[config.mk]
export PLATFORM = sky130hd
export DESIGN_NAME = apb_cmd_master
export DESIGN_NICKNAME = d
export VERILOG_FILES = /design/src/rtl/apb_pkg.sv /design/src/rtl/apb_cmd_master.sv
export SDC_FILE = /design/constraint.sdc
export NUM_CORES = 1
export LEC_CHECK = 0
export ABC_AREA = 1
export ABC_CLOCK_PERIOD_IN_PS = 4100
export BUFFER_PORTS_ARGS = -buffer_cell sky130_fd_sc_hd__buf_2
export CORE_UTILIZATION = 25
export CTS_CLUSTER_DIAMETER = 120
export DETAILED_ROUTE_END_ITERATION = 8
export GPL_TIMING_DRIVEN = 0
export MAX_ROUTING_LAYER = met4
export RECOVER_POWER = 100
export REMOVE_ABC_BUFFERS = 1
export SLEW_MARGIN = 10
export SYNTH_ARGS = -nofsm -noshare
export SYNTH_HDL_FRONTEND = slang
export SYNTH_SLANG_ARGS = --single-unit
[constraint.sdc]
create_clock -name sys_clk -period 4.1 [get_ports sys_clk]
set_input_delay 0.205 -clock sys_clk [delete_from_list [all_inputs] [get_ports sys_clk]]
set_output_delay 0.205 -clock sys_clk [all_outputs]
set_load 0.01 [all_outputs]
[src/rtl/apb_pkg.sv]
// Shared definitions for the APB command bridge: state encoding,
// default bus widths and the word-alignment mask.
package apb_pkg;

  localparam int APB_ADDR_W = 32;
  localparam int APB_DATA_W = 32;

  // Address bits that must be zero for a word-aligned access.
  localparam logic [1:0] APB_ALIGN_MASK = 2'b11;

  typedef enum logic [1:0] {
    ST_IDLE   = 2'd0,
    ST_SETUP  = 2'd1,
    ST_ACCESS = 2'd2,
    ST_RESP   = 2'd3
  } apb_state_e;

endpackage

[src/rtl/apb_cmd_master.sv]
// APB master bridge: takes single read/write commands over valid/ready,
// runs each as an APB SETUP/ACCESS transfer and returns data/status over
// a valid/ready response channel. A wait-state counter aborts transfers
// to a slave that never raises PREADY. Every output comes from a flop.
module apb_cmd_master
  import apb_pkg::*;
#(
  parameter int ADDR_W  = APB_ADDR_W,
  parameter int DATA_W  = APB_DATA_W,
  parameter int TIMEOUT = 255
) (
  input  logic                sys_clk,
  input  logic                sys_rst,
  // command channel
  input  logic                cmd_valid,
  output logic                cmd_ready,
  input  logic                cmd_write,
  input  logic [ADDR_W-1:0]   cmd_addr,
  input  logic [DATA_W-1:0]   cmd_wdata,
  input  logic [DATA_W/8-1:0] cmd_strb,
  // response channel
  output logic                rsp_valid,
  input  logic                rsp_ready,
  output logic [DATA_W-1:0]   rsp_rdata,
  output logic                rsp_err,
  output logic                rsp_timeout,
  // APB master port
  output logic                m_psel,
  output logic                m_penable,
  output logic                m_pwrite,
  output logic [ADDR_W-1:0]   m_paddr,
  output logic [DATA_W-1:0]   m_pwdata,
  output logic [DATA_W/8-1:0] m_pstrb,
  input  logic [DATA_W-1:0]   m_prdata,
  input  logic                m_pready,
  input  logic                m_pslverr
);

  localparam int STRB_W  = DATA_W / 8;
  localparam int CNT_RAW = $clog2(TIMEOUT + 1);
  localparam int CNT_W   = (CNT_RAW > 8) ? CNT_RAW : 8;

  apb_state_e state_q, state_d;

  // Holding registers: the APB address/data outputs are driven only from these.
  logic              write_q, write_d;
  logic [ADDR_W-1:0] addr_q,  addr_d;
  logic [DATA_W-1:0] wdata_q, wdata_d;
  logic [STRB_W-1:0] pstrb_q, pstrb_d;

  logic              psel_q,    psel_d;
  logic              penable_q, penable_d;

  logic [CNT_W-1:0]  cnt_q, cnt_d;
  logic [CNT_W-1:0]  cnt_inc;
  logic              timeout_hit;

  logic              rsp_valid_q,   rsp_valid_d;
  logic              rsp_err_q,     rsp_err_d;
  logic              rsp_timeout_q, rsp_timeout_d;
  logic [DATA_W-1:0] rsp_rdata_q,   rsp_rdata_d;

  logic              misaligned;

  assign misaligned  = (cmd_addr[1:0] & APB_ALIGN_MASK) != 2'b00;
  assign cnt_inc     = cnt_q + 1'b1;
  // Fires on the wait cycle that would bring the count up to TIMEOUT;
  // a PREADY in that same cycle takes priority in the state logic.
  assign timeout_hit = (TIMEOUT != 0) && (cnt_inc == CNT_W'(TIMEOUT));

  // Next-state, holding-register and registered-output logic.
  always_comb begin
    state_d       = state_q;
    write_d       = write_q;
    addr_d        = addr_q;
    wdata_d       = wdata_q;
    pstrb_d       = pstrb_q;
    psel_d        = 1'b0;
    penable_d     = 1'b0;
    cnt_d         = cnt_q;
    rsp_valid_d   = rsp_valid_q;
    rsp_err_d     = rsp_err_q;
    rsp_timeout_d = rsp_timeout_q;
    rsp_rdata_d   = rsp_rdata_q;

    case (state_q)
      ST_IDLE: begin
        if (cmd_valid) begin
          write_d = cmd_write;
          addr_d  = cmd_addr;
          wdata_d = cmd_wdata;
          // Reads never carry strobes on the bus.
          pstrb_d = cmd_write ? cmd_strb : '0;
          if (misaligned) begin
            // Rejected locally; the slave never sees it.
            state_d       = ST_RESP;
            rsp_valid_d   = 1'b1;
            rsp_err_d     = 1'b1;
            rsp_timeout_d = 1'b0;
            rsp_rdata_d   = '0;
          end else begin
            state_d = ST_SETUP;
            psel_d  = 1'b1;
          end
        end
      end

      ST_SETUP: begin
        state_d   = ST_ACCESS;
        psel_d    = 1'b1;
        penable_d = 1'b1;
        cnt_d     = '0;
      end

      ST_ACCESS: begin
        if (m_pready) begin
          state_d       = ST_RESP;
          rsp_valid_d   = 1'b1;
          rsp_err_d     = m_pslverr;
          rsp_timeout_d = 1'b0;
          rsp_rdata_d   = (!write_q && !m_pslverr) ? m_prdata : '0;
        end else if (timeout_hit) begin
          state_d       = ST_RESP;
          rsp_valid_d   = 1'b1;
          rsp_err_d     = 1'b1;
          rsp_timeout_d = 1'b1;
          rsp_rdata_d   = '0;
        end else begin
          psel_d    = 1'b1;
          penable_d = 1'b1;
          cnt_d     = cnt_inc;
        end
      end

      ST_RESP: begin
        // Handshake returns to IDLE; acceptance waits for the next cycle.
        if (rsp_ready) begin
          state_d       = ST_IDLE;
          rsp_valid_d   = 1'b0;
          rsp_err_d     = 1'b0;
          rsp_timeout_d = 1'b0;
          rsp_rdata_d   = '0;
        end
      end

      default: state_d = ST_IDLE;
    endcase
  end

  // State, holding and output registers with asynchronous reset.
  always_ff @(posedge sys_clk or posedge sys_rst) begin
    if (sys_rst) begin
      state_q       <= ST_IDLE;
      write_q       <= 1'b0;
      addr_q        <= '0;
      wdata_q       <= '0;
      pstrb_q       <= '0;
      psel_q        <= 1'b0;
      penable_q     <= 1'b0;
      cnt_q         <= '0;
      rsp_valid_q   <= 1'b0;
      rsp_err_q     <= 1'b0;
      rsp_timeout_q <= 1'b0;
      rsp_rdata_q   <= '0;
    end else begin
      state_q       <= state_d;
      write_q       <= write_d;
      addr_q        <= addr_d;
      wdata_q       <= wdata_d;
      pstrb_q       <= pstrb_d;
      psel_q        <= psel_d;
      penable_q     <= penable_d;
      cnt_q         <= cnt_d;
      rsp_valid_q   <= rsp_valid_d;
      rsp_err_q     <= rsp_err_d;
      rsp_timeout_q <= rsp_timeout_d;
      rsp_rdata_q   <= rsp_rdata_d;
    end
  end

  assign cmd_ready   = (state_q == ST_IDLE);
  assign rsp_valid   = rsp_valid_q;
  assign rsp_err     = rsp_err_q;
  assign rsp_timeout = rsp_timeout_q;
  assign rsp_rdata   = rsp_rdata_q;
  assign m_psel      = psel_q;
  assign m_penable   = penable_q;
  assign m_pwrite    = write_q;
  assign m_paddr     = addr_q;
  assign m_pwdata    = wdata_q;
  assign m_pstrb     = pstrb_q;

endmodule
==> results_dict.tcl, run 1 <==
set metrics [dict create \
    ioPinCount 214 \
    hold_depth 3 \
    yosysWarningCount 0 \
    cts_resized 0 \
    setup.worst_path.end_class "flip-flop" \
    remaining_drc_errors 0 \
    synth_cell_types 24 \
    synth_area_per_cell_sq_um 8.139 \
    grt_max_degree 74 \
    worstSetupPathType "flip-flop to flip-flop" \
    grt_overflow 0 \
    first_global_vias 4958 \
    core_area_sq_mm 0.02023 \
    first_pass_iters 4 \
    slew_violations 47 \
    finalClockSkew_ns 0.009363 \
    die_w_um 145.9 \
    rsz0062_at_grt "false" \
    layout_commonest_cell "nand2_1" \
    placed_area_sq_mm 0.006520 \
    cp.required_ns 4.45 \
    seqCellArea_sq_mm 0.002903 \
    hold_viol_final 0 \
    synth_top_cell_area_share 0.5608 \
    fin_ws_ns 1.241 \
    cts_tree "built" \
    p_leak_nw 4.002 \
    slew_headroom -0.4656 \
    fin_crit_sh 0.6972 \
    htreeDepth 4 \
    dp.final_hpwl_mm 9.393 \
    status "complete, but fails checks" \
    clock_latency_ns 0.41 \
    antennaDiodeCount 0 \
    yosysTopAreaCell "dfrtp_1" \
    gp_congestion 0.7831 \
    syn_area_sq_mm 0.005176 \
    layout_common_cells "nand2_1, dfrtp_1, clkbuf_1" \
    peakVddDrop_mv 0.2619 \
    die_area_sq_mm 0.02128 \
    final_net_count 1010 \
    worst_pin_slew_ns 2.186 \
    synth-seq-cells 116 \
    power-per-cell-area_mw_per_mm2 670.4 \
    grt_pass1_wl_mm 25.32 \
    dr.first_iter.drc_count 223 \
    cts.reportedPaths.clkPinSlew_ns 0.05 \
    routed_via_density 4.220 \
    clk_path_buf_depth 2 \
    root_buffer "clkbuf_16" \
    final_area_sq_mm 0.007550 \
    startpoint_type "flip-flop" \
    die_y_um 145.9 \
    vias 4975 \
    num-fill-cells 2062 \
    finalSetupViolCount 0 \
    antenna_found_initial 0 \
    wire_per_inst_um 13.03 \
    seq_area_frac_synth 0.5608 \
    worstPathMaxFanout 73 \
    portBuffers 213 \
    start_util 0.2558 \
    place_ws_ns 1.369 \
    multi_input_area_sq_mm 0.001912 \
    ant_nets 0 \
    cts_buffers 17 \
    hold_path_class "input port to flip-flop" \
    postCtsSetupRepairBufs 0 \
    synthTopCellsByArea "dfrtp_1, nand2_1, nand4_1" \
    track_usage 0.1542 \
    drive_above_1_share 0.1639 \
    finalSetupTns_ns 0 \
    area_growth_pct 45.85 \
    r2r.worst_path.cells 9 \
    cts.sinks 116 \
    worstPathArrival_ns 3.21 \
    violations "capacitance limit, slew limit" \
    min_period_ns 2.859 \
    finalWirelength_mm 15.36 \
    fmax_mhz 349.8 \
    row_count 52 \
    syn_inst 636 \
    maxCapViolations 1 \
]
-- what timing repair did --
action | 4_1_cts | 5_1_grt
hold buffers | 58 | 0
endpoints found under the setup margin | 0 | 0
hold endpoints to repair | 103 | 0
-- cell usage after synthesis --
cell        n
a21boi_0    1
a21oi_1     4
a21oi_2     1
buf_1       3
buf_2       8
buf_6       6
clkbuf_1   17
dfrtp_1   116
ha_1        7
inv_1      50
nand2_1   313
nand2_4     1
nand3_1     4
nand3_2     1
nand3_4     1
nand3b_1    2
nand4_1    36
nand4_2     1
nor2_1     44
o211ai_1    9
o21ai_0     7
o21ai_1     2
or2_0       1
xor2_1      1
-- final timing paths --
| check | from | end | slack, ns |
|---|---|---|---|
| min in group asynchronous | sys_rst | rsp_rdata[15] | 0.91 |
| max | state_q[0] | m_psel | 1.24 |
| max reg2reg | state_q[0] | m_psel | 1.24 |
| min reg2reg | rsp_valid | rsp_valid | 0.47 |
| max in group asynchronous | sys_rst | m_pwdata[29] | 2.10 |
| min | cmd_addr[4] | m_paddr[4] | 0.02 |
-- where the power goes --
part	internal [mW]	switching [mW]	leakage (nW)
registers	1.55	0.225	1.50
clock network	0.916	0.573	0.272
logic	0.584	1.22	2.23
-- per-stage QoR --
step           instances  utilization  hold slack, ns  total power [mW]
3_5_place_dp        1089       0.3222          0.2628             3.653
6_report            1179       0.3731         0.01960             5.061
4_1_cts             1179       0.3802        0.003622             5.227
5_1_grt             1179       0.3731         0.01442             5.451
2_1_floorplan        602            -          0.3146             2.778
3_3_place_gp        1085       0.3162          0.4001             3.562
-- registers in the layout (all words and copies together) (netlist names) --
signal	cells
m_pwrite	1
m_psel	1
rsp_timeout	1
cnt_q	8
m_pstrb	4
state_q	2
m_penable	1
m_paddr	32
rsp_valid	1
m_pwdata	32
rsp_err	1
rsp_rdata	32
-- metal layers --
layer / GRT usage / wire length (um) / vias to the layer above / part of all wire
met5: - / 0 / - / 0
met4: 0.05737 / 274 / 0 / 0.018
met3: 0.03417 / 958 / 19 / 0.062
met2: 0.2467 / 7153 / 194 / 0.47
met1: 0.1900 / 6970 / 2263 / 0.45
li1: - / - / 2499 / -
-- worst max-delay path, stage by stage (launching register included) --
cell     delay (ns)
dfrtp_1        0.43
inv_1          0.10
ha_1           0.37
nand2_4        0.49
inv_1          0.74
buf_12         0.31
nand2_1        0.08
nand3_1        0.08
nand2_1        0.06
inv_1          0.05
-- kinds of logic (layout without fill, tap and decap cells) --
logic type / after synthesis / count (layout) / synth area share
buf+inv: 84 / 357 / 0.07155
flops: 116 / 116 / 0.5608
compound gates: 24 / 24 / 0.02876
xor+xnor: 1 / 1 / 0.001692
fa+ha+maj: 7 / 7 / 0.01692
simple gates: 404 / 404 / 0.3203
-- final cells by class --
class	count	area share
multi-input combinational	436	0.2532
timing repair buffer	275	0.2140
sequential	116	0.3845
inverter	50	0.02502
tap	270	0.04475
clock buffer	18	0.05817
clock inverter	14	0.02038
Power figures use the tool's default switching activity.
==> run 2: changes to the inputs <==
Settings changed: ABC_AREA 1 to 0, ABC_CLOCK_PERIOD_IN_PS 4100 to 2670.
Clock period 4.1 ns to 2.67 ns, I/O delays scaled along.
==> results_dict.tcl, run 2 <==
set metrics [dict create \
    root_buffer "clkbuf_16" \
    worstPathArrival_ns 2.76 \
    dp.final_hpwl_mm 8.493 \
    slew_headroom -0.2102 \
    critPathTopFamily "compound AO/OA/AOI/OAI gates" \
    cts.reportedPaths.clkPinSlew_ns 0.05 \
    cts_tree "built" \
    die_y_um 143.5 \
    seq_area_frac_synth 0.5799 \
    finalWirelength_mm 13.99 \
    clk_path_buf_depth 2 \
    peakVddDrop_mv 0.4789 \
    place_ws_ns -0.3275 \
    cp.required_ns 2.95 \
    syn_inst 390 \
    worst_pin_slew_ns 1.805 \
    die_w_um 143.5 \
    clock_latency_ns 0.41 \
    wire_per_inst_um 14.13 \
    async_reset_ff_frac 1.000 \
    start_util 0.2564 \
    core_area_sq_mm 0.01953 \
    layout_commonest_cell "dfrtp_1" \
    maxCapViolations 1 \
    synth_edf_count 0 \
    worstSetupPathType "flip-flop to flip-flop" \
    p_leak_nw 3.644 \
    dr.first_iter.drc_count 152 \
    first_global_vias 4391 \
    worstPathMaxFanout 17 \
    grt_overflow 0 \
    cts_buffers 17 \
    path_cells "inv_1 -> ha_1 -> nand2b_1 -> a311o_2 -> o221a_4 -> nand3_4 -> mux2_1" \
    synth_cell_types 45 \
    finalSetupTns_ns 0 \
    finalClockSkew_ns 0.007008 \
    htreeDepth 4 \
    cpPeakStageDelay_ns 0.42 \
    fmax_mhz 404.0 \
    gp_congestion 0.7651 \
    num-fill-cells 1912 \
    routed_via_density 4.153 \
    first_pass_iters 4 \
    startpoint_type "flip-flop" \
    postCtsSetupRepairBufs 0 \
    vias 4111 \
    track_usage 0.1426 \
    final_net_count 827 \
    fin_crit_sh 0.9271 \
    finalSetupViolCount 0 \
    portBuffers 213 \
    ant_nets 0 \
    grt_max_degree 79 \
    min_period_ns 2.475 \
    layout_common_cells "dfrtp_1, clkbuf_1, buf_2" \
    status "complete, but fails checks" \
    ys_top_cells_by_count "dfrtp_1, mux2_2, nand2_1" \
    violations "capacitance limit, slew limit" \
    yosysWarningCount 0 \
    hold_viol_final 0 \
    synth_area_per_cell_sq_um 12.84 \
    die_area_sq_mm 0.02059 \
    power-per-cell-area_mw_per_mm2 1041 \
    area_growth_pct 57.71 \
    drive_above_1_share 0.2910 \
    antenna_found_initial 0 \
    synth.most_common_cell "dfrtp_1" \
    slowest_stage "dfrtp_1" \
    worst-path-buf-inv 1 \
    rsz0062_at_grt "false" \
    synth_top_cell_area_share 0.5799 \
    synth-main-ff-cell "dfrtp_1" \
    cts.sinks 116 \
    ioPinCount 214 \
    grt_pass1_wl_mm 21.57 \
    synthTopCellsByArea "dfrtp_1, mux2_2, mux2i_1" \
    hold_path_class "input port to flip-flop" \
    setup.worst_path.end_class "flip-flop" \
    syn_area_sq_mm 0.005006 \
    antennaDiodeCount 0 \
    yosysTopAreaCell "dfrtp_1" \
    synth-seq-cells 116 \
    row_count 51 \
    slew_violations 39 \
    fin_ws_ns 0.1946 \
    remaining_drc_errors 0 \
]
## run 2: metal layers
metal  track usage  vias up  share of wire
met5             -        -              0
met4       0.05599        0          0.015
li1              -     1959              -
met1        0.1565     1966           0.41
met2        0.2430      168           0.51
met3       0.04132       18          0.061
## run 2: timing repair
| item | 4_1_cts | 5_1_grt |
|---|---|---|
| pin swaps | 1 | 0 |
| endpoints found under the hold margin | 139 | 0 |
| cloned | 1 | 0 |
| resized for setup | 1 | 2 |
| setup endpoints to repair | 34 | 18 |
| hold buffers | 104 | 0 |
## run 2: report_power, final
| part | internal, mW | switching, mW |
|---|---|---|
| registers | 2.46 | 0.412 |
| logic | 1.36 | 1.58 |
| clock network | 1.60 | 0.814 |
## run 2: worst min-delay path, cell delays in order
cell      delay [ns]
buf_2           0.11
nor4bb_4        0.08
nand2_1         0.07
mux2i_1         0.05
## run 2: path summary, 6_finish.rpt
path                            startpoint            end  slack (ns)  cells past startpoint
worst max-delay path            state_q[0]        rsp_err        0.19                      7
worst min-delay path             m_pslverr  rsp_rdata[30]        0.09                      4
worst max register to register  state_q[0]        rsp_err        0.19                      7
worst min register to register  m_pstrb[0]     m_pstrb[0]        0.48                      2
max in group asynchronous          sys_rst       cnt_q[4]        0.88                      4
min in group asynchronous          sys_rst    m_pwdata[5]        0.74                      3
## run 2: kinds of logic (layout without fill, tap and decap cells)
kind of cell / Yosys count / count (layout) / synth area share
buf+inv: 58 / 392 / 0.05499
xor+xnor: 4 / 4 / 0.008500
mux: 104 / 104 / 0.2244
compound gates: 29 / 29 / 0.04749
flops: 116 / 116 / 0.5799
simple gates: 72 / 73 / 0.06724
fa+ha+maj: 7 / 7 / 0.01749
## run 2: through the flow
stage	std cells	instance area, sq um	total power, mW	utilization	hold WS (ns)
final	990	7895	8.221	0.4043	0.09309
after global placement	850	6279	5.772	0.3215	0.3649
after global routing	990	7895	8.719	0.4043	0.09089
after detailed placement	854	6384	5.838	0.3269	0.1587
after floorplan	372	4881	4.647	-	0.2673
after CTS	990	8053	8.474	0.4124	0.07506
## run 2: cell type report
type	instances	area, sq um	share of cell area
sequential	116	2903	0.3677
timing repair buffer	321	2049	0.2596
multi-input combinational	217	1844	0.2336
clock buffer	21	460.4	0.05832
tap	265	331.6	0.04200
clock inverter	10	155.1	0.01965
inverter	40	151.4	0.01918
